File: src/rtl/fetch_queue.sv
// Instruction-fetch front end: owns the PC, fetches over a req/gnt/rvalid port
// with one request outstanding, and buffers {inst, pc_plus4} pairs in a FIFO.
module fetch_queue #(
    parameter int unsigned DEPTH    = 4,
    parameter logic [29:0] RESET_PC = 30'h100000
) (
    input  logic        clk,
    input  logic        reset,
    input  logic        redirect,
    input  logic [29:0] redirect_pc,
    input  logic        stall,
    output logic        out_valid,
    output logic [31:0] out_inst,
    output logic [29:0] out_pc_plus4,
    output logic        imem_req,
    output logic [29:0] imem_addr,
    input  logic        imem_gnt,
    input  logic        imem_rvalid,
    input  logic [31:0] imem_rdata
);
    localparam int unsigned PW = $clog2(DEPTH);
    localparam logic [PW:0]   FULL    = (PW + 1)'(DEPTH);
    localparam logic [PW:0]   CNT_ONE = (PW + 1)'(1);
    localparam logic [PW-1:0] PTR_ONE = PW'(1);

    typedef enum logic [1:0] {
        IDLE,
        REQ,
        WAIT,
        DISCARD
    } state_t;

    state_t        state;
    state_t        state_next;
    logic [29:0]   pc_reg;
    logic [29:0]   req_addr;
    logic [PW:0]   count;
    logic [PW:0]   count_next;
    logic [PW-1:0] wr_ptr;
    logic [PW-1:0] rd_ptr;
    logic          push;
    logic          pop;
    logic          granted;

    logic [31:0]   inst_mem [DEPTH];
    logic [29:0]   pcp4_mem [DEPTH];

    assign out_valid    = (count != '0);
    assign out_inst     = out_valid ? inst_mem[rd_ptr] : '0;
    assign out_pc_plus4 = out_valid ? pcp4_mem[rd_ptr] : '0;
    assign imem_req     = (state == REQ);
    assign imem_addr    = pc_reg;
    assign granted      = (state == REQ) && imem_gnt;

    // Redirect beats both push and pop; a request only issues with a free slot,
    // so a push from WAIT can never overflow the FIFO.
    always_comb begin
        push       = (state == WAIT) && imem_rvalid && !redirect;
        pop        = out_valid && !stall && !redirect;
        count_next = count + (push ? CNT_ONE : '0) - (pop ? CNT_ONE : '0);
        state_next = state;
        case (state)
            IDLE: begin
                if (redirect || count < FULL) state_next = REQ;
            end
            REQ: begin
                if (imem_gnt) state_next = redirect ? DISCARD : WAIT;
            end
            WAIT: begin
                if (redirect)         state_next = imem_rvalid ? REQ : DISCARD;
                else if (imem_rvalid) state_next = (count_next < FULL) ? REQ : IDLE;
            end
            DISCARD: begin
                if (imem_rvalid) state_next = REQ;
            end
            default: state_next = IDLE;
        endcase
    end

    always_ff @(posedge clk) begin
        if (!reset) begin
            state    <= IDLE;
            pc_reg   <= RESET_PC;
            req_addr <= '0;
            count    <= '0;
            wr_ptr   <= '0;
            rd_ptr   <= '0;
        end else begin
            state <= state_next;
            if (granted) req_addr <= pc_reg;
            if (redirect) begin
                pc_reg <= redirect_pc;
                count  <= '0;
                wr_ptr <= '0;
                rd_ptr <= '0;
            end else begin
                if (granted) pc_reg <= pc_reg + 30'd1;
                count <= count_next;
                if (push) wr_ptr <= wr_ptr + PTR_ONE;
                if (pop)  rd_ptr <= rd_ptr + PTR_ONE;
            end
        end
    end

    // Entry storage needs no reset; out_valid masks stale contents.
    always_ff @(posedge clk) begin
        if (push) begin
            inst_mem[wr_ptr] <= imem_rdata;
            pcp4_mem[wr_ptr] <= req_addr + 30'd1;
        end
    end
endmodule

File: config.mk
export PLATFORM = sky130hd
export DESIGN_NAME = fetch_queue
export DESIGN_NICKNAME = d
export VERILOG_FILES = /design/src/rtl/fetch_queue.sv
export SDC_FILE = /design/constraint.sdc
export NUM_CORES = 1
export LEC_CHECK = 0
export BUFFER_PORTS_ARGS = -buffer_cell sky130_fd_sc_hd__buf_2
export CAP_MARGIN = 30
export CORE_MARGIN = 4
export CORE_UTILIZATION = 40
export CTS_CLUSTER_DIAMETER = 100
export DETAILED_ROUTE_END_ITERATION = 8
export PLACE_DENSITY = 0.6
export SLEW_MARGIN = 25
export SYNTH_ARGS = -nofsm -noshare
export SYNTH_HDL_FRONTEND = slang
export SYNTH_SLANG_ARGS = --single-unit
File: constraint.sdc
create_clock -name clk -period 6.15 [get_ports clk]
set_clock_uncertainty 0.15 [all_clocks]
set_input_delay 0.9225 -clock clk [delete_from_list [all_inputs] [get_ports clk]]
set_output_delay 0.9225 -clock clk [all_outputs]
set_load 0.1 [all_outputs]
==> metrics.cfg, run 1 <==
[worst_setup_path]
reg2reg_depth = 10
crit_slowest_cell = dfxtp_4
worstSetupPathType = flop to output port
reg2reg_from = count[2]$_SDFF_PP0_
worstPathRequired_ps = 5080
cp-start-kind = flop
cp_max_fo = 24
cp.buffers_inverters = 2
cp_cell_sequence = buf_4 > mux4_2 > and2_1 > buf_2
r2r_slack_ps = 3140
worstReg2RegEnd = state[0]$_SDFFE_PN0P_
cp.arrival_ps = 2610
cp-end-kind = output port
path_depth = 4
critPathTopFamily = buffers and inverters
slowest_delay_ps = 670

[yosys]
yosysWarningCount = 0
synth_cells = 918
yosysMostFrequentCell = edfxtp_1
yosys_register_bits = 319
syn-num-nets = 999
async_flop_share = 0
synth_edf_count = 248
yosysTopAreaCell = edfxtp_1
ys_top_cells_by_count = edfxtp_1, nand2_1, and2_1, dfxtp_1, mux4_2
ys_seq_area_frac = 0.661
yosys.area.top_type_share = 0.555
avgSynthCellArea_sq_um = 14.6
yosysUniqueCellTypes = 53
yosys-top-cells-area = edfxtp_1, dfxtp_1, mux4_2
synthFlopType = edfxtp_1
syn-cell-area_sq_um = 13400

[placed_design]
routabilityCongestion = 0.814
port_buffers = 161
place_hpwl_mm = 18.3

[routing]
wl_per_cell_um = 18.5
route.detailed.drc = 0
totalWireLength_mm = 28.6
antenna_left = 0
viasPerCell = 5.25
first_pass_iters = 5
detail_route.iter0.violations = 469
via_count = 8113

[global_routing]
met1_usage = 0.228
busiest_layer = met2
grt_pass1_vias = 8141
grt_pass1_wl_mm = 45.2
grtUsageMet2 = 0.243
grt_remaining_overflow = 0
met3_usage = 0.0281
grt_util_all_layers = 0.156
antenna_found_initial = 0
grt_max_degree = 66

[worst_hold_path]
min_from = req_addr[29]$_SDFFE_PN0P_
min_path_type = flop to flop
holdPathEnd = req_addr[29]$_SDFFE_PN0P_
hold_depth = 2

[cells_and_area]
fin_util = 0.482
seqCellArea_sq_um = 8870
drive_gt1_frac = 0.274
n_antenna_cell = 0
multi_input_area_sq_um = 4290
areaGrowthSynthToFinish_pct = 17.8
nFillCells = 2864
nets = 1160

[die]
core_area_sq_um = 32800
row_count = 66
io_pins = 162
die_w_um = 191
initial_core_util = 0.409
dieArea_sq_um = 36600
chipHeight_um = 191

[timing]
period_needed_ps = 3680
final_hold_viol_count = 0
rsz0062_at_grt = false
setup-tns-final_ps = 0
fmax_ghz = 0.272
worst-slew-pin-transition_ps = 931
setup-violations-final = 0
slew_viol_final = 0
finalCritPeriodShare = 0.598
slew_headroom = 0.379

[power]
vdd_drop_max_uv = 190
powerDensity_nw_per_um2 = 304
power_uw = 4810
leakage_uw = 0.00562

[run]
cap_violations = 0

[clock_network]
cts_sinks = 319
cts_buffer_depth = 3
cts_tree = built
ctsHoldBuffers = 0
path_clk_slew_ps = 60
post-cts-setup-buffers = 0
cts_made_buffers = 34
clock-root-buffer = clkbuf_16
cts_resized = 0
clkLatencyLatePin_ps = 490
htreeDepth = 2

[run_status]
status = completed

[where the power goes]
| group | leakage, uW | switching (uW) | internal, uW | total (uW) |
|---|---|---|---|---|
| combinational | 0.00217 | 298 | 92.1 | 390 |
| sequential | 0.00290 | 51.6 | 2360 | 2410 |
| clock | 0.000538 | 794 | 1210 | 2010 |
| total | 0.00562 | 1140 | 3670 | 4810 |
[flip-flops by register name, summed over array words and instances (netlist names), named ones only]
register / count
state: 2
wr_ptr: 2
imem_addr: 30
inst_mem: 128
pcp4_mem: 120
rd_ptr: 2
count: 3
req_addr: 30
[cell families (layout without fill, tap and decap cells)]
logic type | count (synthesis) | count (layout) | synth area share
mux | 63 | 63 | 0.105
fa+ha+maj | 13 | 13 | 0.0127
buf+inv | 67 | 251 | 0.0200
xor+xnor | 42 | 42 | 0.0280
simple gates | 314 | 314 | 0.130
compound gates | 100 | 100 | 0.0440
flops | 319 | 319 | 0.661
[cell type report]
type	instances	share of cell area
Multi-Input combinational cell	532	0.271
Clock buffer	42	0.0570
Inverter	19	0.00451
Timing Repair Buffer	173	0.0587
Clock inverter	17	0.0124
Tap cell	442	0.0350
Sequential cell	319	0.561
[routing by layer]
layer  share of wire  up-vias  wire [um]
li1                -     3829          -
met1            0.46     3973      13100
met2            0.46      269      13000
met4           0.019        0        537
met5               0        -          0
met3           0.067       42       1910
[placed cells by master, fill, tap and decap left out, types with 12 or more instances in the layout]
cell / netlist / final
nand2_1: 83 / 83
and2_1: 75 / 71
dfxtp_1: 71 / 69
buf_2: 8 / 161
edfxtp_1: 248 / 248
inv_1: 17 / 17
clkbuf_16: 0 / 35
nor2_1: 29 / 29
nor3_1: 16 / 16
nand3_1: 33 / 33
mux4_2: 62 / 62
and3_1: 13 / 13
o21ai_0: 27 / 27
nand4_1: 22 / 22
ha_1: 12 / 12
xnor2_1: 31 / 31
a21oi_1: 43 / 43
[worst max path at each step]
| stage | start | to | slack (ps) |
|---|---|---|---|
| 6_report | flop | out_inst[12] | 2470 |
| 5_1_grt | flop | out_inst[12] | 2260 |
| 4_1_cts | flop | out_inst[31] | 2110 |
| 3_5_place_dp | redirect | inst_mem[2][28]$_DFFE_PP_ | 2630 |
| 3_3_place_gp | flop | out_inst[18] | 2570 |
| 2_1_floorplan | redirect | inst_mem[0][0]$_DFFE_PP_ | 2590 |
[stage by stage]
stage / hold WS [ps] / instances / instance area, sq um / setup WS [ps]
floorplan: 299 / 918 / 13400 / 2590
global placement: 319 / 1483 / 14700 / 2570
detailed placement: 323 / 1484 / 14700 / 2630
CTS: 330 / 1543 / 15800 / 2110
global route: 352 / 1544 / 15800 / 2260
finish: 331 / 1544 / 15800 / 2470
[worst reg2reg max path, cell delays in order (launching register included)]
cell and delay [ps]:
dfxtp_1 330, or3_2 470, buf_4 310, and2_1 260
ha_1 270, inv_1 40, ha_1 180, fa_1 370
xnor2_1 200, a21oi_1 100, a211oi_1 250
Power figures use the tool's default switching activity.
==> inputs of run 2 (changes only) <==
--- a/config.mk
+++ b/config.mk
@@ -11,7 +11,7 @@
 export CORE_UTILIZATION = 40
 export CTS_CLUSTER_DIAMETER = 100
 export DETAILED_ROUTE_END_ITERATION = 8
-export PLACE_DENSITY = 0.6
+export PLACE_DENSITY = 0.63
 export SLEW_MARGIN = 25
 export SYNTH_ARGS = -nofsm -noshare
 export SYNTH_HDL_FRONTEND = slang
==> constraint.sdc (replaced) <==
create_clock -name clk -period 3.05 [get_ports clk]
set_clock_uncertainty 0.15 [all_clocks]
set_input_delay 0.4575 -clock clk [delete_from_list [all_inputs] [get_ports clk]]
set_output_delay 0.4575 -clock clk [all_outputs]
set_load 0.1 [all_outputs]
==> metrics.cfg, run 2 (synthesis gave the netlist of run 1 again) <==
[run_status]
status = completed

[cells_and_area]
largest_register = inst_mem
reg_top3 = inst_mem: 128 flops, pcp4_mem: 120 flops
final_common_cell = edfxtp_1
drive_gt1_frac = 0.283
design_area_sq_um = 16200
nets = 1191
final_cell_mix = edfxtp_1, buf_2, nand2_1
largest_reg_flops = 128
nFillCells = 2855
areaGrowthSynthToFinish_pct = 20.3
final_cells = 1579

[clock_network]
cts_tree = built
cts_made_buffers = 35
htreeDepth = 2
path_clk_slew_ps = 60
cts_buffer_depth = 3
cts_sinks = 319
cts_resized = 0
clock-root-buffer = clkbuf_16
clkLatencyLatePin_ps = 510

[timing]
slew_headroom = 0.524
worst-slew-pin-transition_ps = 713
setup-tns-final_ps = 0
holdWs_ps = 22.3
setup-violations-final = 0
slew_viol_final = 0
period_needed_ps = 2860
rsz0062_at_grt = false
final_hold_viol_count = 0
finalCritPeriodShare = 0.937
fmax_ghz = 0.350
setup_ws_ps = 192

[routing]
via_count = 8273
dr.max_layer_used = met4
viasPerCell = 5.24
antenna_left = 0
detail_route.iter0.violations = 428
route.met2.wl_mm = 13.1
totalWireLength_mm = 28.8
wl_per_cell_um = 18.2
route.detailed.drc = 0
met3WireLength_mm = 1.75
first_pass_iters = 4
wl_met1_mm = 13.3

[worst_setup_path]
worstPathRequired_ps = 2440
cp.arrival_ps = 2250
cp_max_fo = 64
cp-start-kind = flop
worstSetupPathType = flop to output port
cp-end-kind = output port

[die]
die_w_um = 191
chipHeight_um = 191
row_count = 66
initial_core_util = 0.409
io_pins = 162
dieArea_sq_um = 36600
core_area_sq_um = 32800

[power]
vdd_drop_max_uv = 363
leakage_uw = 0.00578
powerDensity_nw_per_um2 = 597

[placed_design]
place_hpwl_mm = 18.5
routabilityCongestion = 0.813
dpl_cell_area_sq_um = 14900
placed_cells = 1493
port_buffers = 161
post-place-ws_ps = 354

[global_routing]
antenna_found_initial = 0
grt_max_degree = 65
grt_util_all_layers = 0.156
grt_pass1_vias = 8349
grt_remaining_overflow = 0
grt_pass1_wl_mm = 45.6

[worst_hold_path]
min_path_type = primary input to flop

[run]
cap_violations = 0

-- run 2: changes by cell type in the layout (fill, tap and decap cells not counted), sizes merged --
cell,before,now
inv,21,20
dlygate4sd3,0,10
diode,0,1
buf,173,193
clkinv,11,15
clkbuf,42,45
bufinv,4,2
-- run 2: layout make-up --
type | instances | area, sq um | area share
Sequential cell | 319 | 8870 | 0.549
Multi-Input combinational cell | 532 | 4290 | 0.266
Clock buffer | 45 | 945 | 0.0585
Inverter | 19 | 71.3 | 0.00442
Tap cell | 442 | 553 | 0.0342
Timing Repair Buffer | 203 | 1270 | 0.0787
Clock inverter | 18 | 145 | 0.00899
Antenna cell | 1 | 2.50 | 0.000155
-- run 2: path summary, 6_finish.rpt --
| path | start | endpoint | slack, ps | cells past startpoint |
|---|---|---|---|---|
| worst max-delay path | count[2]$_SDFF_PP0_ | out_pc_plus4[25] | 190 | 4 |
| worst min register to register | req_addr[9]$_SDFFE_PN0P_ | req_addr[9]$_SDFFE_PN0P_ | 330 | 2 |
| worst max register to register | state[0]$_SDFFE_PN0P_ | state[0]$_SDFFE_PN0P_ | 340 | 12 |
| worst min-delay path | imem_rdata[11] | inst_mem[2][11]$_DFFE_PP_ | 20 | 1 |
-- run 2: metal layers --
layer	up-vias	global-route usage
li1	3891	-
met3	48	0.0320
met4	0	0.0406
met1	4099	0.224
met5	-	0
met2	235	0.246
-- run 2: critical path, stage by stage (launching register included) --
cell	delay, ps
dfxtp_1	330
or3_2	480
buf_4	310
and2_1	270
buf_2	300
-- run 2: metrics by stage --
stage	total power [uW]	util
after detailed placement	5750	0.453
after CTS	9760	0.490
final	9640	0.493
after floorplan	5530	-
after global placement	5740	0.453
after global routing	10000	0.493
-- run 2: report_power, final --
group	switching, uW	internal, uW	total (uW)
Sequential	101	4770	4870
Combinational	600	199	798
Clock	1610	2360	3970
-- run 2: what timing repair did --
item,CTS,global route
endpoints found under the setup margin,0,42
hold buffers,10,0
buffers inserted,0,12
hold endpoints to repair,35,0
==> inputs of run 3 (changes only) <==
--- a/config.mk
+++ b/config.mk
@@ -11,7 +11,7 @@
 export CORE_UTILIZATION = 40
 export CTS_CLUSTER_DIAMETER = 100
 export DETAILED_ROUTE_END_ITERATION = 8
-export PLACE_DENSITY = 0.63
+export SKIP_CTS_REPAIR_TIMING = 1
 export SLEW_MARGIN = 25
 export SYNTH_ARGS = -nofsm -noshare
 export SYNTH_HDL_FRONTEND = slang
==> metrics.cfg, run 3 (synthesis gave the netlist of run 1 again) <==
[clock_network]
htreeDepth = 2
clock-root-buffer = clkbuf_16
cts_sinks = 319
cts_made_buffers = 36
path_clk_slew_ps = 60
clkLatencyLatePin_ps = 500
cts_tree = built
cts_buffer_depth = 3

[timing]
setup-tns-final_ps = 0
finalCritPeriodShare = 0.949
holdWs_ps = 12.4
period_needed_ps = 2890
setup-violations-final = 0
worst-slew-pin-transition_ps = 710
rsz0062_at_grt = false
slew_headroom = 0.526
slew_viol_final = 0
fmax_ghz = 0.346
final_hold_viol_count = 0

[worst_setup_path]
cp-end-kind = output port
cp_max_fo = 25
cp-start-kind = flop
worstSetupPathType = flop to output port
cp.arrival_ps = 2290
worstPathRequired_ps = 2440

[routing]
first_pass_iters = 5
totalWireLength_mm = 28.5
detail_route.iter0.violations = 543
viasPerCell = 5.23
wl_per_cell_um = 18.2
antenna_left = 0
route.detailed.drc = 0
via_count = 8180

[die]
io_pins = 162
chipHeight_um = 191
dieArea_sq_um = 36600
row_count = 66
core_area_sq_um = 32800
initial_core_util = 0.409
die_w_um = 191

[cells_and_area]
areaGrowthSynthToFinish_pct = 19.4
n_antenna_cell = 0
largest_register = inst_mem
drive_gt1_frac = 0.283
final_cell_mix = edfxtp_1, buf_2, nand2_1
largest_reg_flops = 128
nets = 1179
reg_top3 = inst_mem: 128 flops, pcp4_mem: 120 flops
final_common_cell = edfxtp_1
final_cells = 1565

[placed_design]
port_buffers = 161
placed_cells = 1499
routabilityCongestion = 0.805
place_hpwl_mm = 19.0

[run]
cap_violations = 0

[power]
powerDensity_nw_per_um2 = 592
leakage_uw = 0.00571
vdd_drop_max_uv = 390
power_uw = 9490

[worst_hold_path]
min_path_type = primary input to flop

[global_routing]
grt_pass1_wl_mm = 44.9
grt_remaining_overflow = 0
grt_max_degree = 65
antenna_found_initial = 0
grt_pass1_vias = 8167
grt_util_all_layers = 0.154

[run_status]
status = completed

[run 3: power breakdown]
group          switching, uW  total [uW]  internal [uW]
clock network           1620        3830           2210
logic                    600         794            194
registers                102        4870           4770
total                   2320        9490           7170
[run 3: worst paths after layout]
kind / start / to / slack (ps) / cells after the start
worst min register to register: req_addr[29]$_SDFFE_PN0P_ / req_addr[29]$_SDFFE_PN0P_ / 330 / 2
worst max-delay path: flop / out_pc_plus4[21] / 160 / 4
worst min-delay path: imem_rdata[22] / inst_mem[1][22]$_DFFE_PP_ / 10 / 1
worst max register to register: state[0]$_SDFFE_PN0P_ / state[0]$_SDFFE_PN0P_ / 340 / 12
[run 3: critical path, cell delays in order (launching register included)]
cell,delay (ps)
dfxtp_4,480
buf_12,270
mux4_2,520
and2_1,200
buf_2,300
[run 3: final cells by class]
| type | count | area, sq um |
|---|---|---|
| Clock inverter | 18 | 101 |
| Tap cell | 442 | 553 |
| Fill cell | 2894 | 16800 |
| Sequential cell | 319 | 8870 |
| Clock buffer | 45 | 948 |
| Multi-Input combinational cell | 532 | 4290 |
| Timing Repair Buffer | 190 | 1190 |
| Inverter | 19 | 71.3 |
[run 3: per-stage QoR]
| step | utilization | setup slack, ps | cell area [sq um] |
|---|---|---|---|
| finish | 0.489 | 156 | 16000 |
| global route | 0.489 | 20.1 | 16000 |
| CTS | 0.488 | 96.9 | 16000 |
| detailed placement | 0.456 | 319 | 15000 |
| global placement | 0.456 | 395 | 15000 |
| floorplan | - | 141 | 13400 |
[run 3: per-layer routing]
metal	track usage	vias up	wire length (um)	share of wire
li1	-	3870	-	-
met1	0.226	4009	13200	0.47
met2	0.238	262	12800	0.45
met3	0.0314	39	1910	0.067
met4	0.0406	0	494	0.017
met5	0	-	0	0
